===== src/rtl/axi_to_sram_packer_pkg.sv =====
// Shared definitions for the AXI-to-SRAM packer and its downstream unpacker:
// entry layout, tag encodings and the packer state enumeration.
package axi_to_sram_packer_pkg;

   localparam int DATA_W      = 256;
   localparam int PAYLOAD_W   = 192;
   localparam int ENTRY_W     = 196;

   localparam int VALID_BIT   = 0;
   localparam int LAST_BIT    = 1;
   localparam int TAG_LSB     = 2;
   localparam int TAG_W       = 2;
   localparam int PAYLOAD_LSB = 4;

   typedef enum logic [1:0] {
      TAG0 = 2'd0,
      TAG1 = 2'd1,
      TAG2 = 2'd2,
      TAG3 = 2'd3
   } tag_e;

   // S0..S2 accept beats; S3, F1 and F2 only drain the held residue.
   typedef enum logic [2:0] {
      S0 = 3'd0,
      S1 = 3'd1,
      S2 = 3'd2,
      S3 = 3'd3,
      F1 = 3'd4,
      F2 = 3'd5
   } state_e;

   function automatic logic [ENTRY_W-1:0] make_entry(
      input logic [PAYLOAD_W-1:0] payload,
      input tag_e                 tag,
      input logic                 last
   );
      logic [ENTRY_W-1:0] e;
      e                             = '0;
      e[VALID_BIT]                  = 1'b1;
      e[LAST_BIT]                   = last;
      e[TAG_LSB +: TAG_W]           = tag;
      e[PAYLOAD_LSB +: PAYLOAD_W]   = payload;
      return e;
   endfunction

endpackage


===== src/rtl/axi_to_sram_packer.sv =====
// Packs 256-bit AXI4-Stream beats into 192-bit tagged SRAM FIFO entries:
// three beats become four entries (tags 0..3); short packets drain early.
module axi_to_sram_packer
   import axi_to_sram_packer_pkg::*;
#(
   parameter int TDATA_WIDTH         = 32,
   parameter int CROPPED_TDATA_WIDTH = 24,
   parameter int TUSER_WIDTH         = 64
) (
   input  logic                       clk,
   input  logic                       reset,
   input  logic                       s_tvalid,
   output logic                       s_tready,
   input  logic [TDATA_WIDTH*8-1:0]   s_tdata,
   input  logic [TDATA_WIDTH-1:0]     s_tstrb,
   input  logic [TDATA_WIDTH-1:0]     s_tkeep,
   input  logic                       s_tlast,
   input  logic [TUSER_WIDTH-1:0]     s_tuser,
   output logic [ENTRY_W-1:0]         dout,
   output logic                       dout_valid,
   input  logic                       fifo_almost_full,
   output logic [31:0]                in_word_cnt
);

   localparam int RES_W = CROPPED_TDATA_WIDTH * 8;

   state_e               state_q, state_d;
   logic [RES_W-1:0]     residue_q, residue_d;
   logic [ENTRY_W-1:0]   dout_q, dout_d;
   logic                 dout_valid_q, dout_valid_d;
   logic [31:0]          in_word_cnt_q, in_word_cnt_d;
   logic [DATA_W-1:0]    beat;
   logic                 accept;

   // Strobes, keeps and user bits carry no information for this packer.
   logic unused_inputs;
   assign unused_inputs = ^{s_tstrb, s_tkeep, s_tuser};

   assign beat     = s_tdata;
   assign s_tready = !reset && !fifo_almost_full && (state_q inside {S0, S1, S2});
   assign accept   = s_tvalid && s_tready;

   always_comb begin
      // NOTE: every _d gets a default first so no path can infer a latch.
      state_d       = state_q;
      residue_d     = residue_q;
      dout_d        = dout_q;
      dout_valid_d  = 1'b0;
      in_word_cnt_d = in_word_cnt_q + {31'b0, accept};

      case (state_q)
         S0: if (accept) begin
            dout_d       = make_entry(beat[191:0], TAG0, s_tlast);
            residue_d    = {128'b0, beat[255:192]};
            dout_valid_d = 1'b1;
            state_d      = s_tlast ? F1 : S1;
         end
         S1: if (accept) begin
            dout_d       = make_entry({beat[127:0], residue_q[63:0]}, TAG1, s_tlast);
            residue_d    = {64'b0, beat[255:128]};
            dout_valid_d = 1'b1;
            state_d      = s_tlast ? F2 : S2;
         end
         S2: if (accept) begin
            // A tlast here still needs the full tag3 entry, so both paths go to S3.
            dout_d       = make_entry({beat[63:0], residue_q[127:0]}, TAG2, s_tlast);
            residue_d    = beat[255:64];
            dout_valid_d = 1'b1;
            state_d      = S3;
         end
         S3: if (!fifo_almost_full) begin
            dout_d       = make_entry(residue_q, TAG3, 1'b0);
            dout_valid_d = 1'b1;
            state_d      = S0;
         end
         F1: if (!fifo_almost_full) begin
            dout_d       = make_entry({128'b0, residue_q[63:0]}, TAG1, 1'b0);
            dout_valid_d = 1'b1;
            state_d      = S0;
         end
         F2: if (!fifo_almost_full) begin
            dout_d       = make_entry({64'b0, residue_q[127:0]}, TAG2, 1'b0);
            dout_valid_d = 1'b1;
            state_d      = S0;
         end
         default: state_d = S0;
      endcase
   end

   always_ff @(posedge clk) begin
      if (reset) begin
         state_q       <= S0;
         residue_q     <= '0;
         dout_q        <= '0;
         dout_valid_q  <= 1'b0;
         in_word_cnt_q <= '0;
      end else begin
         // NOTE: non-blocking so every flop samples the pre-edge value of the others.
         state_q       <= state_d;
         residue_q     <= residue_d;
         dout_q        <= dout_d;
         dout_valid_q  <= dout_valid_d;
         in_word_cnt_q <= in_word_cnt_d;
      end
   end

   assign dout        = dout_q;
   assign dout_valid  = dout_valid_q;
   assign in_word_cnt = in_word_cnt_q;

endmodule


===== config.mk =====
export PLATFORM = sky130hd
export DESIGN_NAME = axi_to_sram_packer
export DESIGN_NICKNAME = d
export VERILOG_FILES = /design/src/rtl/axi_to_sram_packer_pkg.sv /design/src/rtl/axi_to_sram_packer.sv
export SDC_FILE = /design/constraint.sdc
export NUM_CORES = 1
export LEC_CHECK = 0
export BUFFER_PORTS_ARGS = -buffer_cell sky130_fd_sc_hd__buf_4
export CAP_MARGIN = 10
export CORE_AREA = 2 2 244 246
export CTS_BUF_LIST = sky130_fd_sc_hd__clkbuf_4
export CTS_CLUSTER_DIAMETER = 100
export DETAILED_ROUTE_END_ITERATION = 8
export DIE_AREA = 0 0 246 248
export GPL_TIMING_DRIVEN = 0
export PLACE_DENSITY_LB_ADDON = 0.05
export SYNTH_ARGS = -nofsm -noshare
export SYNTH_HDL_FRONTEND = slang
export SYNTH_SLANG_ARGS = --single-unit

===== constraint.sdc =====
create_clock -name clk -period 3.3 [get_ports clk]
set_clock_uncertainty 0.15 [all_clocks]
set_input_delay 0.66 -clock clk [delete_from_list [all_inputs] [get_ports clk]]
set_output_delay 0.66 -clock clk [all_outputs]
set_load 0.005 [all_outputs]

==> metrics.yaml <==
global_routing:
  grt_antenna_before_repair: 7
  grt_max_degree: 17
  grt_pass1_vias: 24200
  grt.total_usage_pct: 33.0
  grt_pass1_wl_um: 151000
  grt-ovfl-total: 0
timing:
  whs_ns: 0.0895
  hold_viol: 0
  slew_violations: 0
  finalCriticalPeriod_ns: 3.22
  min_period_over_period_pct: 97.5
  fmax_ghz: 0.311
  setup_viol: 0
  max_slew_margin_pct: 16.4
  rsz0062_at_grt: "true"
  worstMarginPinSlew_ns: 1.25
final_layout:
  nNetsFinal: 3826
  drive_gt1_share_pct: 23.4
  final_common_cell: "buf_4"
  fill_cells: 5709
  final_cells: 4295
  design_area_um2: 30200
  syn_to_final_growth_pct: 43.0
  final_cell_mix: "495 x buf_4, 424 x dfxtp_1, 340 x nor2_1, 259 x a211oi_1, 259 x dlygate4sd3_1"
  fin_util_pct: 51.6
worst_setup_path:
  cp_num_buf_inv: 4
  start_kind: "flip-flop"
  worstPathCellList: "clkbuf_1, clkbuf_1, clkbuf_2, clkbuf_1, a2bb2oi_1, a211oi_1"
  setup.worst_path.start: "state_q[2]$_SDFFE_PP0P_"
  crit_path_top_delay_cell: "clkbuf_1"
  r2r_start: "state_q[2]$_SDFFE_PP0P_"
  rrSetupSlack_ns: 0.08
  endpoint_kind: "flip-flop"
  max_stage_delay_ns: 0.59
  critPathKind: "reg -> reg"
  critPathRequiredTime_ns: 3.96
  crit_fanout: 10
  cpLargestDelayFamily: "buffers and inverters"
  crit_path_frequent_cell: "clkbuf_1"
  rr_endpoint: "dout[134]$_SDFFE_PP0P_"
  worst-endpoint-arrival_ns: 3.88
  ff2ff_path_depth: 6
drt:
  route.detailed.drc: 0
  routed_wl_um: 104000
  via_per_inst: 5.80
  dr.first_iter.drc_count: 2037
  first_pass_iters: 6
  via_count: 24900
  drtAntennaViolNets: 0
  routedWlPerCell_um: 24.3
synth:
  ys_seq_elements: 424
  ys_top_cells_by_area: "dfxtp_1 40%, a211oi_1 9.2%, nor2_1 6.1%, a22oi_1 4.6%, clkbuf_1 3.8%"
  synth_top_area_cell: "dfxtp_1"
  synth.net_count: 2936
  syn_inst: 2544
  synth.distinct_cells: 44
  yosys_warnings: 0
  syn_area_per_cell_um2: 8.29
  synth-seq-area-share_pct: 40.2
  synth_area_um2: 21100
  synth_top_cell_area_share_pct: 40.2
power:
  p_seq_share_pct: 42.0
  power_leakage_nw: 11.5
  power_density_nw_per_um2: 436
  p_int_mw: 9.16
  finalPower_mw: 13.1
  switching_share_pct: 30.2
  max-vdd-ir-drop_v: 0.000259
  p_comb_share_pct: 18.0
  p_switching_mw: 3.97
  p_clk_share_pct: 40.0
job:
  max_cap_viol_count: 0
clocking:
  cts.clk_slew.worst_paths_ns: 0.06
  numCtsBuffers: 131
  cts_sinks: 424
  cts_buffer_depth: 3
  root_buffer: "clkbuf_4"
  htree_levels: 4
  clk_latency_ns: 0.98
  cts_tree: "done"
place:
  port_buffers: 490
  hpwl_um: 76100
  place_congestion: 0.885
  placed_area_um2: 25900
  dp.cells: 3811
die:
  die_h_um: 248
  die_width_um: 246
  dieArea_um2: 61000
  initial_core_util_pct: 36.1
  num_rows: 89
  core-area_um2: 58500
  io_pins: 619
hold_path:
  worstHoldPathCells: 4
  holdPathEnd: "dout[115]$_SDFFE_PP0P_"
  min_from: "s_tdata[111]"
  hold_path_class: "in -> reg"
status:
  status: "complete, no violations"
[cells in the mapped netlist, drive strengths merged]
library cell,instances
dfxtp,424
nor2,341
a211oi,259
clkbuf,218
nand2,211
a21oi,146
nor3,133
a22oi,129
nand3,75
nor2b,72
mux2i,65
a221oi,64
a22o,64
a2bb2oi,64
a311oi,64
mux2,64
buf,61
or4,13
or3,11
o31ai,10
nand4,9
o21ai,8
xnor2,7
xor2,6
inv,5
and2,3
and4,3
ha,3
and3,2
nor3b,2
a2111oi,1
a31o,1
a31oi,1
nand2b,1
nor4,1
o311a,1
o311ai,1
or2,1
[sequential cells by signal (all words and copies together) (netlist names)]
| name | count |
|---|---|
| dout | 196 |
| residue_q | 192 |
| dout_valid | 1 |
| state_q | 3 |
| in_word_cnt | 32 |
[stage by stage]
step	setup slack, ns	setup TNS, ns
2_1_floorplan	0.000981	0
3_3_place_gp	-1.10	-230.81
3_5_place_dp	-0.597	-100.31
4_1_cts	0.000805	0
5_1_grt	-0.00907	-0.00907
6_report	0.0829	0
[power by group through the flow]
| stage | clock network [mW] | registers [mW] | logic, mW |
|---|---|---|---|
| 6_report | 5.26 | 5.51 | 2.37 |
| 5_1_grt | 5.62 | 5.53 | 2.52 |
| 4_1_cts | 5.34 | 5.51 | 2.32 |
| 3_5_place_dp | 0 | 5.62 | 2.06 |
| 3_3_place_gp | 0 | 5.61 | 2.03 |
| 2_1_floorplan | 0 | 5.58 | 0.954 |
[worst min-delay path: stages]
cell      delay, ns
buf_4          0.12
a22o_1         0.14
a211oi_1       0.06
nor3_1         0.15
[kinds of logic (layout without fill, tap and decap cells)]
family	count (synthesis)	count (layout)	synth area share, %
AOI/OAI and AO/OA	813	813	28.7
xor gates and xnor gates	13	13	0.540
adders and majority gates	3	3	0.178
buffers and inverters	284	1258	5.45
DFF	424	424	40.2
muxes	129	129	6.50
other	0	4	0
and+or+nand+nor	878	878	18.4
[layer usage]
metal	GRT usage (%)	vias up	wire [um]
li1	-	11300	-
met1	41.3	12000	42800
met2	53.9	1299	48900
met3	7.14	272	8420
met4	16.0	6	4310
met5	0	-	41
[worst max-delay path by stage]
stage,to,depth (start not counted)
after floorplan,in_word_cnt[20]$_SDFF_PP0_,12
after CTS,in_word_cnt[24]$_SDFF_PP0_,13
after detailed placement,dout[136]$_SDFFE_PP0P_,8
after global placement,dout[192]$_SDFFE_PP0P_,8
after global routing,dout[134]$_SDFFE_PP0P_,6
final,dout[134]$_SDFFE_PP0P_,6
[final cells by class]
| class | instances | area (um2) | share of cell area [%] |
|---|---|---|---|
| antenna | 4 | 10.0 | 0.0332 |
| clock inverter | 42 | 269 | 0.892 |
| buffer | 276 | 1150 | 3.82 |
| multi-input combinational | 1836 | 11500 | 38.1 |
| sequential | 424 | 8490 | 28.1 |
| tap | 773 | 967 | 3.21 |
| clock buffer | 175 | 1310 | 4.36 |
| inverter | 5 | 23.8 | 0.0788 |
| timing repair buffer | 760 | 6430 | 21.3 |
[timing repair]
action / CTS / global route
gates cloned: 1 / 0
pin swaps: 1 / 2
resized for setup: 7 / 14
endpoints found under the hold margin: 338 / 0
hold buffers: 259 / 0
buffers inserted: 0 / 5
setup endpoints to repair: 76 / 73
Note: power is estimated with default switching activity, not from simulation.
